**src/rtl/morse_pkg.sv**
```systemverilog
// Shared Morse definitions: decoder states, symbol limits and the A..Z code table
// used by both the transmitter and the receiver.
package morse_pkg;

  localparam int LETTER_W = 5;
  localparam logic [2:0] MAX_SYMS = 3'd4;

  typedef enum logic [1:0] {
    IDLE,
    MARK,
    SPACE,
    DECODE
  } state_t;

  // Bit i of pat is symbol i (1 = dash); bits at or above len are always 0.
  typedef struct packed {
    logic [3:0] pat;
    logic [2:0] len;
  } code_t;

  typedef struct packed {
    logic                hit;
    logic [LETTER_W-1:0] idx;
  } decode_t;

  localparam code_t CODE_TABLE [26] = '{
    '{4'b0010, 3'd2},  // A .-
    '{4'b0001, 3'd4},  // B -...
    '{4'b0101, 3'd4},  // C -.-.
    '{4'b0001, 3'd3},  // D -..
    '{4'b0000, 3'd1},  // E .
    '{4'b0100, 3'd4},  // F ..-.
    '{4'b0011, 3'd3},  // G --.
    '{4'b0000, 3'd4},  // H ....
    '{4'b0000, 3'd2},  // I ..
    '{4'b1110, 3'd4},  // J .---
    '{4'b0101, 3'd3},  // K -.-
    '{4'b0010, 3'd4},  // L .-..
    '{4'b0011, 3'd2},  // M --
    '{4'b0001, 3'd2},  // N -.
    '{4'b0111, 3'd3},  // O ---
    '{4'b0110, 3'd4},  // P .--.
    '{4'b1011, 3'd4},  // Q --.-
    '{4'b0010, 3'd3},  // R .-.
    '{4'b0000, 3'd3},  // S ...
    '{4'b0001, 3'd1},  // T -
    '{4'b0100, 3'd3},  // U ..-
    '{4'b1000, 3'd4},  // V ...-
    '{4'b0110, 3'd3},  // W .--
    '{4'b1001, 3'd4},  // X -..-
    '{4'b1101, 3'd4},  // Y -.--
    '{4'b0011, 3'd4}   // Z --..
  };

  function automatic decode_t decode_letter(input logic [3:0] pat, input logic [2:0] len);
    decode_t r;
    r.hit = 1'b0;
    r.idx = '0;
    for (int i = 0; i < 26; i++) begin
      if (!r.hit && CODE_TABLE[i].pat == pat && CODE_TABLE[i].len == len) begin
        r.hit = 1'b1;
        r.idx = LETTER_W'(i);
      end
    end
    return r;
  endfunction

endpackage

```
**src/rtl/key_debouncer.sv**
```systemverilog
// Two-flop synchronizer for an active-low pushbutton followed by a stability
// counter; key_level (1 = pressed) moves only after DEBOUNCE_CYCLES agreeing samples.
module key_debouncer #(
  parameter int DEBOUNCE_CYCLES = 500000
) (
  input  logic clk,
  input  logic rst_n,
  input  logic key_n,
  output logic key_level
);

  localparam int CW = $clog2(DEBOUNCE_CYCLES + 1);
  localparam logic [CW-1:0] STABLE_LAST = CW'(DEBOUNCE_CYCLES - 1);

  logic          sync1;
  logic          sync2;
  logic [CW-1:0] stable_cnt;
  logic          pressed;

  assign pressed = ~sync2;

  // NOTE: every register here is updated with <= so all of them sample the
  // pre-edge values; blocking assignments would collapse the synchronizer stages.
  always_ff @(posedge clk or negedge rst_n) begin
    if (!rst_n) begin
      sync1      <= 1'b1;
      sync2      <= 1'b1;
      stable_cnt <= '0;
      key_level  <= 1'b0;
    end else begin
      sync1 <= key_n;
      sync2 <= sync1;
      if (pressed != key_level) begin
        if (stable_cnt == STABLE_LAST) begin
          key_level  <= pressed;
          stable_cnt <= '0;
        end else begin
          stable_cnt <= stable_cnt + CW'(1);
        end
      end else begin
        stable_cnt <= '0;
      end
    end
  end

endmodule

```
**src/rtl/morse_decoder.sv**
```systemverilog
// Morse receiver: times debounced key presses into dots/dashes and decodes each
// letter to an A=0..Z=25 index after the inter-letter gap. Optional: MORSE_DEC_ERR_EN.
module morse_decoder #(
  parameter int UNIT_CYCLES     = 25000000,
  parameter int DEBOUNCE_CYCLES = 500000
) (
  input  logic       CLOCK_50,
  input  logic       reset_n,
  input  logic       key_n,
  output logic [4:0] letter,
  output logic       letter_valid,
  output logic       error,
  output logic [3:0] pattern,
  output logic [2:0] sym_count,
  output logic       key_level,
  output logic       busy
);

  import morse_pkg::*;

  localparam int CNT_W = $clog2(2 * UNIT_CYCLES) + 1;
  localparam logic [CNT_W-1:0] CNT_MAX  = CNT_W'(2 * UNIT_CYCLES);
  localparam logic [CNT_W-1:0] GAP_LAST = CNT_W'(2 * UNIT_CYCLES - 1);

  state_t              state, state_next;
  logic [CNT_W-1:0]    cnt, cnt_next;
  logic [3:0]          pattern_next;
  logic [2:0]          sym_count_next;
  logic [LETTER_W-1:0] letter_next;
  logic                letter_valid_next;
  decode_t             dec;

  key_debouncer #(
    .DEBOUNCE_CYCLES(DEBOUNCE_CYCLES)
  ) u_debouncer (
    .clk      (CLOCK_50),
    .rst_n    (reset_n),
    .key_n    (key_n),
    .key_level(key_level)
  );

  assign dec  = decode_letter(pattern, sym_count);
  assign busy = (state != IDLE);

`ifdef MORSE_DEC_ERR_EN
  logic ovf, ovf_next;
  logic error_q, error_next;
  assign error = error_q;
`else
  assign error = 1'b0;
`endif

  // NOTE: every output of this block gets a default before the case so no
  // path leaves a variable unassigned, which would otherwise infer a latch.
  always_comb begin
    state_next        = state;
    pattern_next      = pattern;
    sym_count_next    = sym_count;
    letter_next       = letter;
    letter_valid_next = 1'b0;
`ifdef MORSE_DEC_ERR_EN
    ovf_next          = ovf;
    error_next        = 1'b0;
`endif

    case (state)
      IDLE: begin
        if (key_level) state_next = MARK;
      end
      MARK: begin
        if (!key_level) begin
          state_next = SPACE;
          if (sym_count < MAX_SYMS) begin
            pattern_next[sym_count[1:0]] = (cnt == CNT_MAX);
            sym_count_next               = sym_count + 3'd1;
          end
`ifdef MORSE_DEC_ERR_EN
          else begin
            ovf_next = 1'b1;
          end
`endif
        end
      end
      SPACE: begin
        // The decode result is registered on entry to DECODE so the pulse is
        // visible for exactly the one cycle spent there; gap expiry beats a press.
        if (cnt == GAP_LAST) begin
          state_next = DECODE;
`ifdef MORSE_DEC_ERR_EN
          if (dec.hit && !ovf) begin
            letter_valid_next = 1'b1;
            letter_next       = dec.idx;
          end else begin
            error_next = 1'b1;
          end
`else
          if (dec.hit) begin
            letter_valid_next = 1'b1;
            letter_next       = dec.idx;
          end
`endif
        end else if (key_level) begin
          state_next = MARK;
        end
      end
      DECODE: begin
        state_next     = IDLE;
        pattern_next   = '0;
        sym_count_next = '0;
`ifdef MORSE_DEC_ERR_EN
        ovf_next       = 1'b0;
`endif
      end
      default: state_next = IDLE;
    endcase

    if (state == IDLE || state_next != state) begin
      cnt_next = '0;
    end else if (cnt != CNT_MAX) begin
      cnt_next = cnt + CNT_W'(1);
    end else begin
      cnt_next = cnt;
    end
  end

  always_ff @(posedge CLOCK_50 or negedge reset_n) begin
    if (!reset_n) begin
      state        <= IDLE;
      cnt          <= '0;
      pattern      <= '0;
      sym_count    <= '0;
      letter       <= '0;
      letter_valid <= 1'b0;
`ifdef MORSE_DEC_ERR_EN
      ovf          <= 1'b0;
      error_q      <= 1'b0;
`endif
    end else begin
      state        <= state_next;
      cnt          <= cnt_next;
      pattern      <= pattern_next;
      sym_count    <= sym_count_next;
      letter       <= letter_next;
      letter_valid <= letter_valid_next;
`ifdef MORSE_DEC_ERR_EN
      ovf          <= ovf_next;
      error_q      <= error_next;
`endif
    end
  end

endmodule

```
**config.mk**
```make
export PLATFORM = sky130hd
export DESIGN_NAME = morse_decoder
export DESIGN_NICKNAME = d
export VERILOG_FILES = /design/src/rtl/morse_pkg.sv /design/src/rtl/key_debouncer.sv /design/src/rtl/morse_decoder.sv
export SDC_FILE = /design/constraint.sdc
export NUM_CORES = 1
export LEC_CHECK = 0
export BUFFER_PORTS_ARGS = -buffer_cell sky130_fd_sc_hd__buf_2
export CORE_UTILIZATION = 60
export DETAILED_ROUTE_END_ITERATION = 8
export PLACE_DENSITY = 0.86
export SYNTH_ARGS = -nofsm -noshare
export SYNTH_HDL_FRONTEND = slang
export SYNTH_SLANG_ARGS = --single-unit
```
**constraint.sdc**
```tcl
create_clock -name CLOCK_50 -period 5.43 [get_ports CLOCK_50]
set_clock_uncertainty 0.05 [all_clocks]
set_input_delay 0.2715 -clock CLOCK_50 [delete_from_list [all_inputs] [get_ports CLOCK_50]]
set_output_delay 0.2715 -clock CLOCK_50 [all_outputs]
set_load 0.005 [all_outputs]
```
==> results of run 1 <==
==> final cells by class <==
cell class	instances	share of cell area, %
clock buffer	10	3.24
clock inverter	6	1.75
inverter	14	1.33
multi-input combinational	313	48.0
sequential	64	40.7
tap	75	2.38
timing repair buffer	19	2.60
==> stage by stage <==
stage          utilization [%]  power (µW)  std cells  setup slack [ns]
6_report                  67.0         906        501              2.88
5_1_grt                   67.0         936        501              2.62
4_1_cts                   67.0         911        501              2.92
3_5_place_dp              63.5         508        484              2.94
3_3_place_gp              63.5         507        484              2.95
2_1_floorplan                -         497        412              3.13
==> kinds of logic (layout without fill, tap and decap cells) <==
group / Yosys count / after routing / synth area share [%]
muxes: 5 / 5 / 1.37
xor gates and xnor gates: 43 / 43 / 10.3
and+or+nand+nor: 202 / 202 / 27.4
other: 1 / 1 / 0.103
DFF: 64 / 64 / 43.8
AOI/OAI and AO/OA: 54 / 54 / 9.88
adders and majority gates: 8 / 8 / 2.74
buffers and inverters: 35 / 49 / 4.41
==> per-layer routing <==
layer	GRT usage, %	vias up	wire [µm]	part of all wire [%]
met5	0	-	0	0
met4	12.1	0	203	2.6
met3	6.59	20	361	4.7
met2	43.4	82	3830	50
met1	31.5	1423	3300	43
li1	-	1457	-	-
==> placed cells by master (no fill, tap or decap), drive strengths merged, types with 2 or more instances in the layout <==
master and count:
a211oi 3, a21oi 18, a41oi 2, and2 3, and3 8, and4 6, buf 18, clkbuf 10
clkinv 3, dfrtp 62, dfstp 2, ha 8, inv 15, mux2i 5, nand2 32, nand2b 5
nand3 24, nand4 14, nor2 79, nor2b 5, nor3 8, nor4 4, nor4b 4, o211ai 2
o21ai 10, o22ai 3, o32a 3, o32ai 3, o41ai 2, or2 2, or3 4, xnor2 17
xor2 26
==> state kept, by name, indices dropped and copies added, names as in the netlist, 2 cells and up <==
| name | cells |
|---|---|
| cnt | 27 |
| sym_count | 3 |
| state | 2 |
| u_debouncer.stable_cnt | 19 |
| pattern | 4 |
| letter | 5 |
==> worst paths after layout <==
kind,slack [ns],endpoint
max,2.88,letter[1]
min,0.03,cnt[13]
max reg2reg,2.88,letter[1]
min reg2reg,0.30,u_debouncer.sync2
max in group asynchronous,4.76,state[0]
min in group CLOCK_50,0.30,u_debouncer.sync2
==> power by group <==
group / leakage, µW / internal (µW) / switching, µW
clock: 0.0000968 / 214 / 194
sequential: 0.000885 / 480 / 2.00
combinational: 0.000655 / 3.67 / 13.0
==> timing repair <==
action | CTS | global route
hold endpoints to repair | 1 | 0
hold buffers | 1 | 0
resized for setup | 0 | 0
==> results.toml, run 1 <==
[outcome]
status = "complete, no violations"

[sta]
maxSlewViolCount = 0
hold_violations = 0
worst_slew_pin_slew_ns = 1.07
min_period_over_period_pct = 47.0
fin_setup_tns_ns = 0
setup_viol = 0
whs_ns = 0.0310
relSlewSlack_pct = 28.4
grt_setup_unrepaired = "no"
fmax_mhz = 391
finalCriticalPeriod_ns = 2.55

[clock_network]
clock_sinks = 64
worstSkewPairLatency_ns = 0.35
cts_max_level = 3
cts_buffers = 9
cts_tree = "done"
clk_path_buf_depth = 2
clk_pin_slew_ns = 0.08
post_cts.repair.setup_buffers = 0
cts-root-buf = "clkbuf_8"

[pwr]
peakVddDrop_mv = 0.169
power.density_nw_per_um2 = 230
leakagePower_uw = 0.00164

[setup_path]
crit_arrival_ns = 2.74
max_stage_delay_ns = 0.51
endpoint_kind = "flip-flop"
path_max_fanout = 12
cp-startpoint = "sym_count[2]"
reg2reg_depth = 9
crit_cells = 9
startpoint_type = "flip-flop"
crit_required_ns = 5.61
slowest_stage = "dfrtp_1"
crit_family = "compound AO/OA/AOI/OAI gates"
cp_num_buf_inv = 1
reg2reg_from = "sym_count[2]"
crit_chain = "inv_1 -> ha_1 -> nand2_1 -> o22ai_1 -> o21ai_0 -> and4_4 -> a32o_1 -> a211oi_1 -> o21ai_1"
critPathKind = "reg2reg"

[final_layout]
layout-drive-gt1-share_pct = 9.86
multi_input_area_um2 = 1890
fin_area_um2 = 3940
nets = 432
fill_cells = 455
area_growth_pct = 7.76
seq_area_um2 = 1600
antennaDiodeCount = 0

[yosys]
synth.most_common_cell = "nor2_1"
syn_avg_cell_area_um2 = 8.88
yosysTopAreaCell = "dfrtp_1"
synth.area.top_cells = "dfrtp_1, nor2_1, xor2_1, xnor2_1, nand3_1"
synth-main-ff-cell = "dfrtp_1"
yosysSeqAreaShare_pct = 43.8
synth_cell_type_count = 54
syn_nets = 423
netlist_area_um2 = 3660
synthesis.instances = 412
synth_edf_count = 0
yosys_warnings = 0
ys_top_cells_by_count = "nor2_1, dfrtp_1, nand2_1, xor2_1, nand3_1"
synth-seq-cells = 64
synthArstFlopShare_pct = 100
synth.top_cell.area_share_pct = 42.4

[routing]
drtIter0Drc = 156
route.detailed.drc = 0
routedWlPerCell_um = 15.4
first_pass_iters = 5
vias = 2982
drtAntennaViolNets = 0
wl_um = 7690
vias_per_cell = 5.95

[global_routing]
grt_pass1_wl_um = 12600
antenna_found_initial = 0
grt_pass1_vias = 2815
grt_use_total_pct = 26.0
grt_overflow_total = 0
grt_max_degree = 65

[die]
dieHeight_um = 80.1
rows = 28
fp.coreArea_um2 = 5890
pin_count = 19
start_util_pct = 62.2
dieArea_um2 = 6410
die_x_um = 80.1

[place]
portBuffers = 17
gp_congestion = 0.891
dpl_cell_area_um2 = 3740
hpwlAfterDp_um = 5210

[run]
maxCapViolations = 0

[hold_path]
hold_class = "in2async"
No activity file was read; power rests on OpenSTA's default activity.
==> inputs of run 2 (changes only) <==
==> constraint.sdc (replaced) <==
create_clock -name CLOCK_50 -period 2.49 [get_ports CLOCK_50]
set_clock_uncertainty 0.05 [all_clocks]
set_input_delay 0.1245 -clock CLOCK_50 [delete_from_list [all_inputs] [get_ports CLOCK_50]]
set_output_delay 0.1245 -clock CLOCK_50 [all_outputs]
set_load 0.005 [all_outputs]
==> run 2 against run 1 <==
  * Clock power is 140% higher
  * Register-to-register slack worse by 2.7 ns
  * First-iteration DRC count is 8.3% higher
  * Final cell count is 3.4% higher
  * Global-route usage is 1.4 points higher
  * Routed wire length is 1.1% higher
  * Highest routed layer unchanged
  * Maximum frequency is 8.4% higher
  * Critical path type unchanged
  * Die area stayed put
  * Critical endpoint is now letter[0]
==> results.toml, run 2 (same netlist as run 1, synthesis figures left out) <==
[routing]
drtAntennaViolNets = 0
vias = 3068
drtIter0Drc = 169
routedWlPerCell_um = 15.0
route.detailed.drc = 0
wl_um = 7780
first_pass_iters = 5
vias_per_cell = 5.92

[pwr]
power.density_nw_per_um2 = 501
leakagePower_uw = 0.00174
peakVddDrop_mv = 0.412

[sta]
worst_slew_pin_slew_ns = 0.821
fin_setup_tns_ns = 0
hold_violations = 0
setup_viol = 0
relSlewSlack_pct = 45.3
min_period_over_period_pct = 94.6
fmax_mhz = 425
maxSlewViolCount = 0
finalCriticalPeriod_ns = 2.36
grt_setup_unrepaired = "no"

[setup_path]
crit_required_ns = 2.66
max_stage_delay_ns = 0.43
critPathKind = "reg2reg"
slowest_stage = "dfrtp_1"
crit_chain = "inv_1 -> ha_1 -> and2_0 -> a21oi_1 -> o32a_1 -> and4_4 -> a32o_1 -> a211oi_1 -> a21oi_1"
path_max_fanout = 6
crit_family = "compound AO/OA/AOI/OAI gates"
cp_num_buf_inv = 1
crit_arrival_ns = 2.53
crit_top_cell = "a21oi_1"
startpoint_type = "flip-flop"
endpoint_kind = "flip-flop"

[clock_network]
cts-root-buf = "clkbuf_8"
clk_path_buf_depth = 2
clock_sinks = 64
cts_tree = "done"
cts_buffers = 9
cts_max_level = 3
worstSkewPairLatency_ns = 0.34
clk_pin_slew_ns = 0.07

[global_routing]
grt_pass1_wl_um = 13400
grt_use_total_pct = 27.4
grt_pass1_vias = 2929
antenna_found_initial = 0
grt_max_degree = 38
grt_overflow_total = 0

[final_layout]
largest_register_ffs = 27
fin_area_um2 = 4110
antennaDiodeCount = 0
area_growth_pct = 12.2
reg_top3 = "cnt x27, u_debouncer.stable_cnt x19, letter x5"
layout_commonest_cell = "nor2_1"
nets = 449
regMostFlops = "cnt"
layout-drive-gt1-share_pct = 13.3
final_cell_mix = "nor2_1, dfrtp_1, nand2_1"
utilization_pct = 69.7

[outcome]
status = "complete, no violations"

[die]
die_x_um = 80.1
dieArea_um2 = 6410
fp.coreArea_um2 = 5890
pin_count = 19
rows = 28
dieHeight_um = 80.1
start_util_pct = 62.2

[place]
dpl_cell_area_um2 = 3850
gp_congestion = 0.981
hpwlAfterDp_um = 5560
portBuffers = 17

[hold_path]
hold_class = "reg2reg"

[run]
maxCapViolations = 0
==> run 2: cell types whose count changed in the layout (fill, tap and decap cells not counted), sizes merged <==
| cell | previous run | this run |
|---|---|---|
| dlygate4sd3 | 1 | 2 |
| buf | 18 | 34 |
| clkinv | 3 | 4 |
| inv | 15 | 14 |
| bufinv | 1 | 2 |
| clkinvlp | 1 | 0 |
==> run 2: metrics by stage <==
stage | setup slack, ns | std cells | total power, µW | hold slack, ns
final | 0.134 | 518 | 2050 | 0.315
after global routing | 0.00896 | 518 | 2140 | 0.325
after CTS | 0.152 | 516 | 2070 | 0.320
after detailed placement | 0.160 | 498 | 1110 | 0.188
after global placement | 0.217 | 498 | 1110 | 0.180
after floorplan | 0.187 | 412 | 1080 | -0.221
==> run 2: repair_timing <==
action / in CTS / in global routing
setup endpoints to repair: 0 / 4
resized for setup: 0 / 1
hold endpoints to repair: 34 / 0
buffers inserted: 0 / 2
hold buffers: 2 / 0
==> run 2: cell type report <==
class                   instances  area (µm²)
clock buffers                  10         128
repair buffers                 36         245
multi-input cells             313        1900
fillers                       441        1780
well taps                      75        93.8
clock inverters                 6        83.8
inverters                      14        52.6
flip-flops and latches         64        1600
==> run 2: metal layers <==
layer  GRT usage [%]  vias to the layer above  wire [µm]
li1                -                     1474          -
met1            34.5                     1475       3410
met2            45.1                      104       3820
met3            7.73                       15        434
met4            9.82                        0        116
met5               0                        -          0
==> run 2: final timing paths <==
check	start	to	slack, ns	depth (start not counted)
max reg2reg	sym_count[0]	letter[0]	0.13	9
min in group asynchronous	reset_n	cnt[6]	0.36	2
max	sym_count[0]	letter[0]	0.13	9
min	u_debouncer.sync1	u_debouncer.sync2	0.32	0
min reg2reg	u_debouncer.sync1	u_debouncer.sync2	0.32	0
max in group asynchronous	reset_n	letter[2]	1.32	3
==> run 2: where the power goes <==
group / leakage [µW] / total [µW] / switching, µW / internal [µW]
clock network: 0.000110 / 965 / 404 / 560
logic: 0.000746 / 39.6 / 29.5 / 10.1
registers: 0.000885 / 1050 / 4.55 / 1050
